--- src/rtl/rvc_pkg.sv ---
// Shared definitions for the RVC compress/pack datapath: RV32I opcodes,
// RVC quadrant codes, the compressed no-op and the packer state type.
package rvc_pkg;

   localparam logic [6:0] LOAD   = 7'b0000011;
   localparam logic [6:0] STORE  = 7'b0100011;
   localparam logic [6:0] OP_IMM = 7'b0010011;
   localparam logic [6:0] LUI    = 7'b0110111;
   localparam logic [6:0] OP     = 7'b0110011;
   localparam logic [6:0] JALR   = 7'b1100111;
   localparam logic [6:0] SYSTEM = 7'b1110011;

   localparam logic [1:0] Q0 = 2'b00;
   localparam logic [1:0] Q1 = 2'b01;
   localparam logic [1:0] Q2 = 2'b10;

   localparam logic [15:0] C_NOP       = 16'h0001;
   localparam logic [31:0] EBREAK_INST = 32'h00100073;

   typedef enum logic {
      EMPTY = 1'b0,
      HALF  = 1'b1
   } pk_state_t;

   // True for the eight registers reachable through a 3-bit RVC field (x8-x15).
   function automatic logic is_creg(input logic [4:0] r);
      return r[4:3] == 2'b01;
   endfunction

endpackage

--- src/rtl/rvc_encoder.sv ---
// Combinational RV32I -> RVC encoder. Produces is_c=1 and the 16-bit form
// only for the supported subset; anything else reports is_c=0.
module rvc_encoder
   import rvc_pkg::*;
(
   input  logic [31:0] in_inst,
   output logic        is_c,
   output logic [15:0] c16
);

   logic [6:0] opc;
   logic [4:0] rd;
   logic [2:0] f3;
   logic [4:0] rs1;
   logic [4:0] rs2;
   logic [6:0] f7;
   logic       imm_small;
   logic       lui_small;

   assign opc = in_inst[6:0];
   assign rd  = in_inst[11:7];
   assign f3  = in_inst[14:12];
   assign rs1 = in_inst[19:15];
   assign rs2 = in_inst[24:20];
   assign f7  = in_inst[31:25];

   // I-immediate fits a 6-bit signed field when its upper seven bits are a sign run.
   assign imm_small = (f7 == 7'h00) || (f7 == 7'h7F);
   // U-immediate fits a 6-bit signed field when bits 31..17 are a sign run.
   assign lui_small = (in_inst[31:17] == '0) || (in_inst[31:17] == '1);

   // Recognise each compressible form and assemble its 16-bit encoding.
   always_comb begin
      is_c = 1'b0;
      c16  = '0;
      case (opc)
         LOAD: begin
            if (f3 == 3'b010 && is_creg(rd) && is_creg(rs1) &&
                in_inst[31:27] == '0 && in_inst[21:20] == '0) begin
               is_c = 1'b1;
               c16  = {3'b010, in_inst[25:23], rs1[2:0], in_inst[22], in_inst[26], rd[2:0], Q0};
            end
         end
         STORE: begin
            if (f3 == 3'b010 && is_creg(rs1) && is_creg(rs2) &&
                in_inst[31:27] == '0 && in_inst[8:7] == '0) begin
               is_c = 1'b1;
               c16  = {3'b110, in_inst[25], in_inst[11:10], rs1[2:0], in_inst[9], in_inst[26],
                       rs2[2:0], Q0};
            end
         end
         OP_IMM: begin
            case (f3)
               3'b000: begin
                  if (rd == rs1 && rd != '0 && imm_small && in_inst[31:20] != '0) begin
                     is_c = 1'b1;
                     c16  = {3'b000, in_inst[25], rd, in_inst[24:20], Q1};
                  end
               end
               3'b001: begin
                  if (f7 == '0 && rd == rs1 && rd != '0 && rs2 != '0) begin
                     is_c = 1'b1;
                     c16  = {3'b000, 1'b0, rd, rs2, Q2};
                  end
               end
               3'b101: begin
                  if ((f7 == 7'b0000000 || f7 == 7'b0100000) && rd == rs1 && is_creg(rd) &&
                      rs2 != '0) begin
                     is_c = 1'b1;
                     c16  = {3'b100, 1'b0, 1'b0, f7[5], rd[2:0], rs2, Q1};
                  end
               end
               3'b111: begin
                  if (f7 == '0 && rd == rs1 && is_creg(rd) && in_inst[24:20] != '0) begin
                     is_c = 1'b1;
                     c16  = {3'b100, 1'b0, 2'b10, rd[2:0], in_inst[24:20], Q1};
                  end
               end
               default: ;
            endcase
         end
         LUI: begin
            if (rd != 5'd0 && rd != 5'd2 && lui_small && in_inst[31:12] != '0) begin
               is_c = 1'b1;
               c16  = {3'b011, in_inst[17], rd, in_inst[16:12], Q1};
            end
         end
         OP: begin
            if (rd == rs1) begin
               if (f7 == 7'b0100000 && f3 == 3'b000 && is_creg(rd) && is_creg(rs2)) begin
                  is_c = 1'b1;
                  c16  = {3'b100, 1'b0, 2'b11, rd[2:0], 2'b00, rs2[2:0], Q1};
               end else if (f7 == '0 && f3 == 3'b100 && is_creg(rd) && is_creg(rs2)) begin
                  is_c = 1'b1;
                  c16  = {3'b100, 1'b0, 2'b11, rd[2:0], 2'b01, rs2[2:0], Q1};
               end else if (f7 == '0 && f3 == 3'b110 && is_creg(rd) && is_creg(rs2)) begin
                  is_c = 1'b1;
                  c16  = {3'b100, 1'b0, 2'b11, rd[2:0], 2'b10, rs2[2:0], Q1};
               end else if (f7 == '0 && f3 == 3'b111 && is_creg(rd) && is_creg(rs2)) begin
                  is_c = 1'b1;
                  c16  = {3'b100, 1'b0, 2'b11, rd[2:0], 2'b11, rs2[2:0], Q1};
               end else if (f7 == '0 && f3 == 3'b000 && rd != '0 && rs2 != '0) begin
                  is_c = 1'b1;
                  c16  = {3'b100, 1'b1, rd, rs2, Q2};
               end
            end
         end
         JALR: begin
            if (f3 == 3'b000 && rd == 5'd1 && in_inst[31:20] == '0 && rs1 != '0) begin
               is_c = 1'b1;
               c16  = {3'b100, 1'b1, rs1, 5'd0, Q2};
            end
         end
         SYSTEM: begin
            if (in_inst == EBREAK_INST) begin
               is_c = 1'b1;
               c16  = {3'b100, 1'b1, 5'd0, 5'd0, Q2};
            end
         end
         default: ;
      endcase
   end

endmodule

--- src/rtl/rvc_compress_packer.sv ---
// Compresses RV32I instructions where possible and packs the resulting
// 16/32-bit parcels into a 32-bit stream, lower halfword first.
// Build option: define RVC_COMPRESS_EN to enable the encoder; otherwise every
// instruction passes through as 32 bits with identical handshake and latency.
module rvc_compress_packer
   import rvc_pkg::*;
#(
   parameter int unsigned CNT_W = 16
)
(
   input  logic             clk,
   input  logic             rst,
   input  logic [31:0]      in_inst,
   input  logic             in_valid,
   output logic             in_ready,
   input  logic             flush,
   output logic [31:0]      out_word,
   output logic             out_valid,
   input  logic             out_ready,
   output logic             idle,
   output logic [CNT_W-1:0] comp_cnt
);

   logic        is_c;
   logic [15:0] c16;
   pk_state_t   state;
   pk_state_t   state_nxt;
   logic [15:0] pending;
   logic        in_fire;
   logic        flush_go;
   logic        out_load;
   logic [31:0] out_nxt;
   logic        pend_load;
   logic [15:0] pend_nxt;

`ifdef RVC_COMPRESS_EN
   rvc_encoder u_enc (
      .in_inst (in_inst),
      .is_c    (is_c),
      .c16     (c16)
   );
`else
   assign is_c = 1'b0;
   assign c16  = '0;
`endif

   assign in_ready = !out_valid || out_ready;
   assign in_fire  = in_valid && in_ready;
   // An input transfer always takes priority; flush only acts on an idle input.
   assign flush_go = flush && !in_valid && in_ready && (state == HALF);
   assign idle     = (state == EMPTY) && !out_valid;

   // State register.
   always_ff @(posedge clk) begin
      if (rst) state <= EMPTY;
      else     state <= state_nxt;
   end

   // Next state: a 16-bit parcel toggles the half-fill; 32-bit parcels keep it.
   always_comb begin
      state_nxt = state;
      if (in_fire) begin
         if (is_c) state_nxt = (state == EMPTY) ? HALF : EMPTY;
      end else if (flush_go) begin
         state_nxt = EMPTY;
      end
   end

   // Output decode: what to load into the output and pending registers.
   always_comb begin
      out_load  = 1'b0;
      out_nxt   = out_word;
      pend_load = 1'b0;
      pend_nxt  = pending;
      if (in_fire) begin
         if (state == EMPTY) begin
            if (is_c) begin
               pend_load = 1'b1;
               pend_nxt  = c16;
            end else begin
               out_load  = 1'b1;
               out_nxt   = in_inst;
            end
         end else begin
            out_load  = 1'b1;
            pend_load = 1'b1;
            if (is_c) begin
               out_nxt  = {c16, pending};
               pend_nxt = '0;
            end else begin
               out_nxt  = {in_inst[15:0], pending};
               pend_nxt = in_inst[31:16];
            end
         end
      end else if (flush_go) begin
         out_load  = 1'b1;
         out_nxt   = {C_NOP, pending};
         pend_load = 1'b1;
         pend_nxt  = '0;
      end
   end

   // Output and pending registers; the output holds while stalled downstream.
   always_ff @(posedge clk) begin
      if (rst) begin
         out_valid <= 1'b0;
         out_word  <= '0;
         pending   <= '0;
      end else begin
         if (in_ready) begin
            out_valid <= out_load;
            if (out_load) out_word <= out_nxt;
         end
         if (pend_load) pending <= pend_nxt;
      end
   end

   // Saturating count of instructions accepted in compressed form.
   always_ff @(posedge clk) begin
      if (rst) begin
         comp_cnt <= '0;
      end else if (in_fire && is_c && comp_cnt != '1) begin
         comp_cnt <= comp_cnt + CNT_W'(1);
      end
   end

endmodule
--- config.mk ---
export PLATFORM = sky130hd
export DESIGN_NAME = rvc_compress_packer
export DESIGN_NICKNAME = d
export VERILOG_FILES = /design/src/rtl/rvc_pkg.sv /design/src/rtl/rvc_encoder.sv /design/src/rtl/rvc_compress_packer.sv
export SDC_FILE = /design/constraint.sdc
export NUM_CORES = 1
export LEC_CHECK = 0
export BUFFER_PORTS_ARGS = -buffer_cell sky130_fd_sc_hd__buf_2
export CAP_MARGIN = 10
export CORE_MARGIN = 5
export CORE_UTILIZATION = 35
export CTS_BUF_LIST = sky130_fd_sc_hd__clkbuf_8
export CTS_CLUSTER_DIAMETER = 200
export DETAILED_ROUTE_END_ITERATION = 16
export PLACE_DENSITY = 0.66
export SETUP_SLACK_MARGIN = 0.02
export SLEW_MARGIN = 20
export SYNTH_ARGS = -nofsm -noshare
export SYNTH_HDL_FRONTEND = slang
export SYNTH_HIERARCHICAL = 1
export SYNTH_SLANG_ARGS = --single-unit
--- constraint.sdc ---
create_clock -name clk -period 2.9 [get_ports clk]
set_input_delay 0.58 -clock clk [delete_from_list [all_inputs] [get_ports clk]]
set_output_delay 0.58 -clock clk [all_outputs]
set_load 0.02 [all_outputs]
=== Word-level counts from Yosys, hierarchy flattened ===
Index checks and enable logic that the tools add are counted.
W data, S select, Z words.

* Muxes and demuxes: 2
* Reduce and logical (&&, ||, !) cells: 4

{| class="wikitable"
|+ Operators with widths
! cell !! number
|-
| $mux W32 || 1
|-
| $reduce_and A3 Y1 || 1
|-
| $logic_and A1 B1 Y1 || 1
|-
| $logic_not A1 Y1 || 1
|-
| $logic_or A1 B1 Y1 || 1
|-
| $mux W1 || 1
|}

* Register bits after elaboration: 33
* Input bits: 37
* Output and inout port bits: 51
* Logic and storage cells: 8

=== Logic depth before layout (Yosys ltp) ===
* Depth in word-level cells: 5
* Mapped depth: 5
* Depth with buffers taken out: 3

=== Worst setup path before layout ===
Ideal clock, no wire load.

* Kind: input port to output port
* Start point: input port out_ready
* End point: output port in_ready
* Arrival: 1.031 ns
* Setup slack: 1.289 ns
* Stages: 3
* Buffers on the path: 2
* Cell sequence: nand2b_4 -> buf_6 -> buf_2

* Word-level cells in the longest chain between the ends: 1

{| class="wikitable"
|+ RTL lines
! what !! line !! source
|-
| start, declared || rvc_compress_packer.sv:19 || <nowiki>input logic out_ready,</nowiki>
|-
| $logic_or A1 B1 Y1 || rvc_compress_packer.sv:47 || <nowiki>assign in_ready = !out_valid || out_ready;</nowiki>
|-
| end, declared || rvc_compress_packer.sv:15 || <nowiki>output logic in_ready,</nowiki>
|}

Every way passes these cells.

=== Final worst setup path ===
Ends and elaborated chain as after synthesis.

==> results.md <==
- Outcome: finished, final reports clean
- DR iter-0 viols: 54
- Cts hold-fix bufs: 0
- Compound-gate portion of the synthesized area: 32.4%
- Final Hold Viols: 0
- Type of origin of the critical path: primary input
- Crit Path Category: in2out
- Synth Area in Simple Gates: 11.1%
- Worst path slowest cell: nand2b_4
- CP max FO: 25
- Seq cells post-synth: 33
- VDD IR max: 0.000285 V
- Vias in the first global route: between 1k and 1.5k
- Clk sink count: 33
- Post-DP HPWL: approximately 2300 um
- Clk root buf: clkbuf_8
- Die X: 77.0 um
- H-tree lvl count: 2
- Syn Area/Cell: 9.35 um^2
- CTS tree: yes
- FP Rows: 24
- Leak: 0.933 nW
- CP arrival: between 1 and 1.5 ns
- DR WL/cell: 11.9 um
- Seq/Total Area, Yosys: 42.1%
- Min Hold Slack: 0.546 ns
- Worst-Skew Late Latency: 0.27 ns
- Commonest non-fill, non-tap cells in the layout: 70 x buf_2, 33 x dfxtp_1, 32 x nand3_1
- Clk pwr share: 35.3%
- Max-cap check violation count: 0
- CP Data Required Time: ~2.3 ns
- Setup Viol. Count Final: 0
- Int Power: 0.769 mW
- Worst-path cell chain: buf_2 -> nand2b_4 -> buf_2
- Final Critical Period: between 1.5 and 2 ns
- Setup slack, reg-to-reg: roughly 1.5 ns
- Die height: 77.0 um
- Post-Synth XOR/XNOR Area: 0%
- Final WL: 3350 um
- Share of cells above drive strength 1: 49.6%
- Crit. End Element: output port
- GRT Total Usage: 11.0%
- Adder-Cell Fraction of Synth Area: 0%
- Clk buf depth: 2
- Combinational share of power: between 10% and 20%
- Hold WC Path Type: in2reg
- Cell count after synthesis: 168
- Final Max Tran Viols: 0
- Initial antenna violation count: 0
- Placer Congestion: 0.635
- DR vias: 1328
- Post-CTS Repair Setup Buffers: 0
- First-pass GRT wire length: 5420 um
- Synth cell types: 13
- Ys Warns: 6
- RSZ-0062 raised after global routing: no
- Pwr Density: 542 nW/um^2
- CTS Buf Count: 5
- Top Metal Used: met4
- Fmax: 579 MHz
- Register share of total power: 46.4%
- Total negative slack: 0 ns
- DRC: 0
- Tcrit/Tclk final: between 50% and 60%
- Top-level port count: 88
- WL met2: 1640 um
- NumNets Final: between 200 and 300
- Area Overhead vs Synth: 24.1%
- Avg Vias per Cell: 4.71
- Slowest stage delay, CP: 0.26 ns
- Net load switching power: ~0.29 mW
- Multiplexer share of the synthesized area: 0%
- Starting Density: ~36%
- Full die area: 5930 um^2
- Ant diodes: 0
- Largest family of logic cells by synthesized area: compound AO/OA/AOI/OAI gates
- IO buf count: 70
- Core area: 4350 um^2
- Worst-margin pin slew: 0.663 ns
- Clock Skew: between 0.0015 and 0.002 ns
- Antenna viol nets, final: 0
- Routed length on met1: 1350 um
- Most frequent cell on the critical path: buf_2
- Drt pass-1 iters: 4
- Sw frac: 27.2%
- Reg clk slew, reported paths: 0.07 ns
- Commonest non-fill, non-tap cell in the layout: buf_2
- Cell Area, Synth: 1570 um^2
- Post-CTS Resized: 0
- Max-slew headroom: 55.8%
- Largest net degree at the start of global routing: 43
- WL met3: ~340 um
- Grt ovf: 0
sequential cells by signal, indices dropped and copies added, names as in the netlist:
| register | cells |
|---|---|
| out_valid | 1 |
| out_word | 32 |
metrics by stage:
step                      total power, mW  worst slack, ns  instance area [um^2]  util, %  cells
final                                1.06             1.17                  1950     44.8    282
after global routing                 1.11             1.14                  1950     44.8    282
after CTS                            1.08             1.16                  1950     44.8    282
after detailed placement            0.697             1.10                  1850     42.4    274
after global placement              0.694             1.12                  1850     42.4    274
after floorplan                     0.655             1.29                  1630        -    183
routing by layer:
layer | track usage (%) | vias up
met5 | 0 | -
met4 | 3.61 | 0
met3 | 4.80 | 2
met2 | 19.2 | 45
met1 | 12.0 | 605
li1 | - | 676
power groups by stage:
stage	sequential, mW	clock [mW]	combinational [mW]
4_1_cts	0.491	0.393	0.196
5_1_grt	0.494	0.405	0.212
3_3_place_gp	0.501	0	0.194
2_1_floorplan	0.535	0	0.121
3_5_place_dp	0.501	0	0.196
6_report	0.491	0.373	0.194
worst paths after layout:
| kind | startpoint | to | cells past startpoint |
|---|---|---|---|
| worst min register to register | out_word[15]$_SDFFE_PP0P_ | out_word[15]$_SDFFE_PP0P_ | 2 |
| worst max-delay path | out_ready | in_ready | 3 |
| worst min-delay path | in_inst[20] | out_word[20]$_SDFFE_PP0P_ | 3 |
| worst max register to register | out_valid$_SDFFE_PP0P_ | out_word[13]$_SDFFE_PP0P_ | 4 |
cell families (layout without fill, tap and decap cells):
logic type / count (synthesis) / count (layout)
AOI/OAI and AO/OA: 65 / 65
buffers and inverters: 36 / 83
DFF: 33 / 33
other: 1 / 16
and+or+nand+nor: 33 / 33
worst max-delay path, delay by kind of cell:
kind | cells | cell delay [ns]
buffers and inverters | 2 | 0.29
AND/OR/NAND/NOR | 1 | 0.26
synth_stat cells:
cell       n  share of area, %
a21oi_1   27               8.6
nand2b_4   1              0.88
buf_2     11               3.5
buf_6      2               1.4
conb_1     1              0.24
inv_1      2              0.48
a21oi_2    6               3.3
a21bo_1    6               3.8
nand3_1   32                10
buf_4     16               7.6
dfxtp_1   33                42
clkbuf_1   5               1.2
a21bo_2   26                17
cell type report:
class	count	area, um^2
Fill cell	449	2400
Multi-Input combinational cell	114	742
Sequential cell	33	661
Timing Repair Buffer	73	373
Clock buffer	7	96.3
Tap cell	52	65.1
Inverter	2	7.51
Clock inverter	1	5.00
Power figures use the tool's default switching activity.
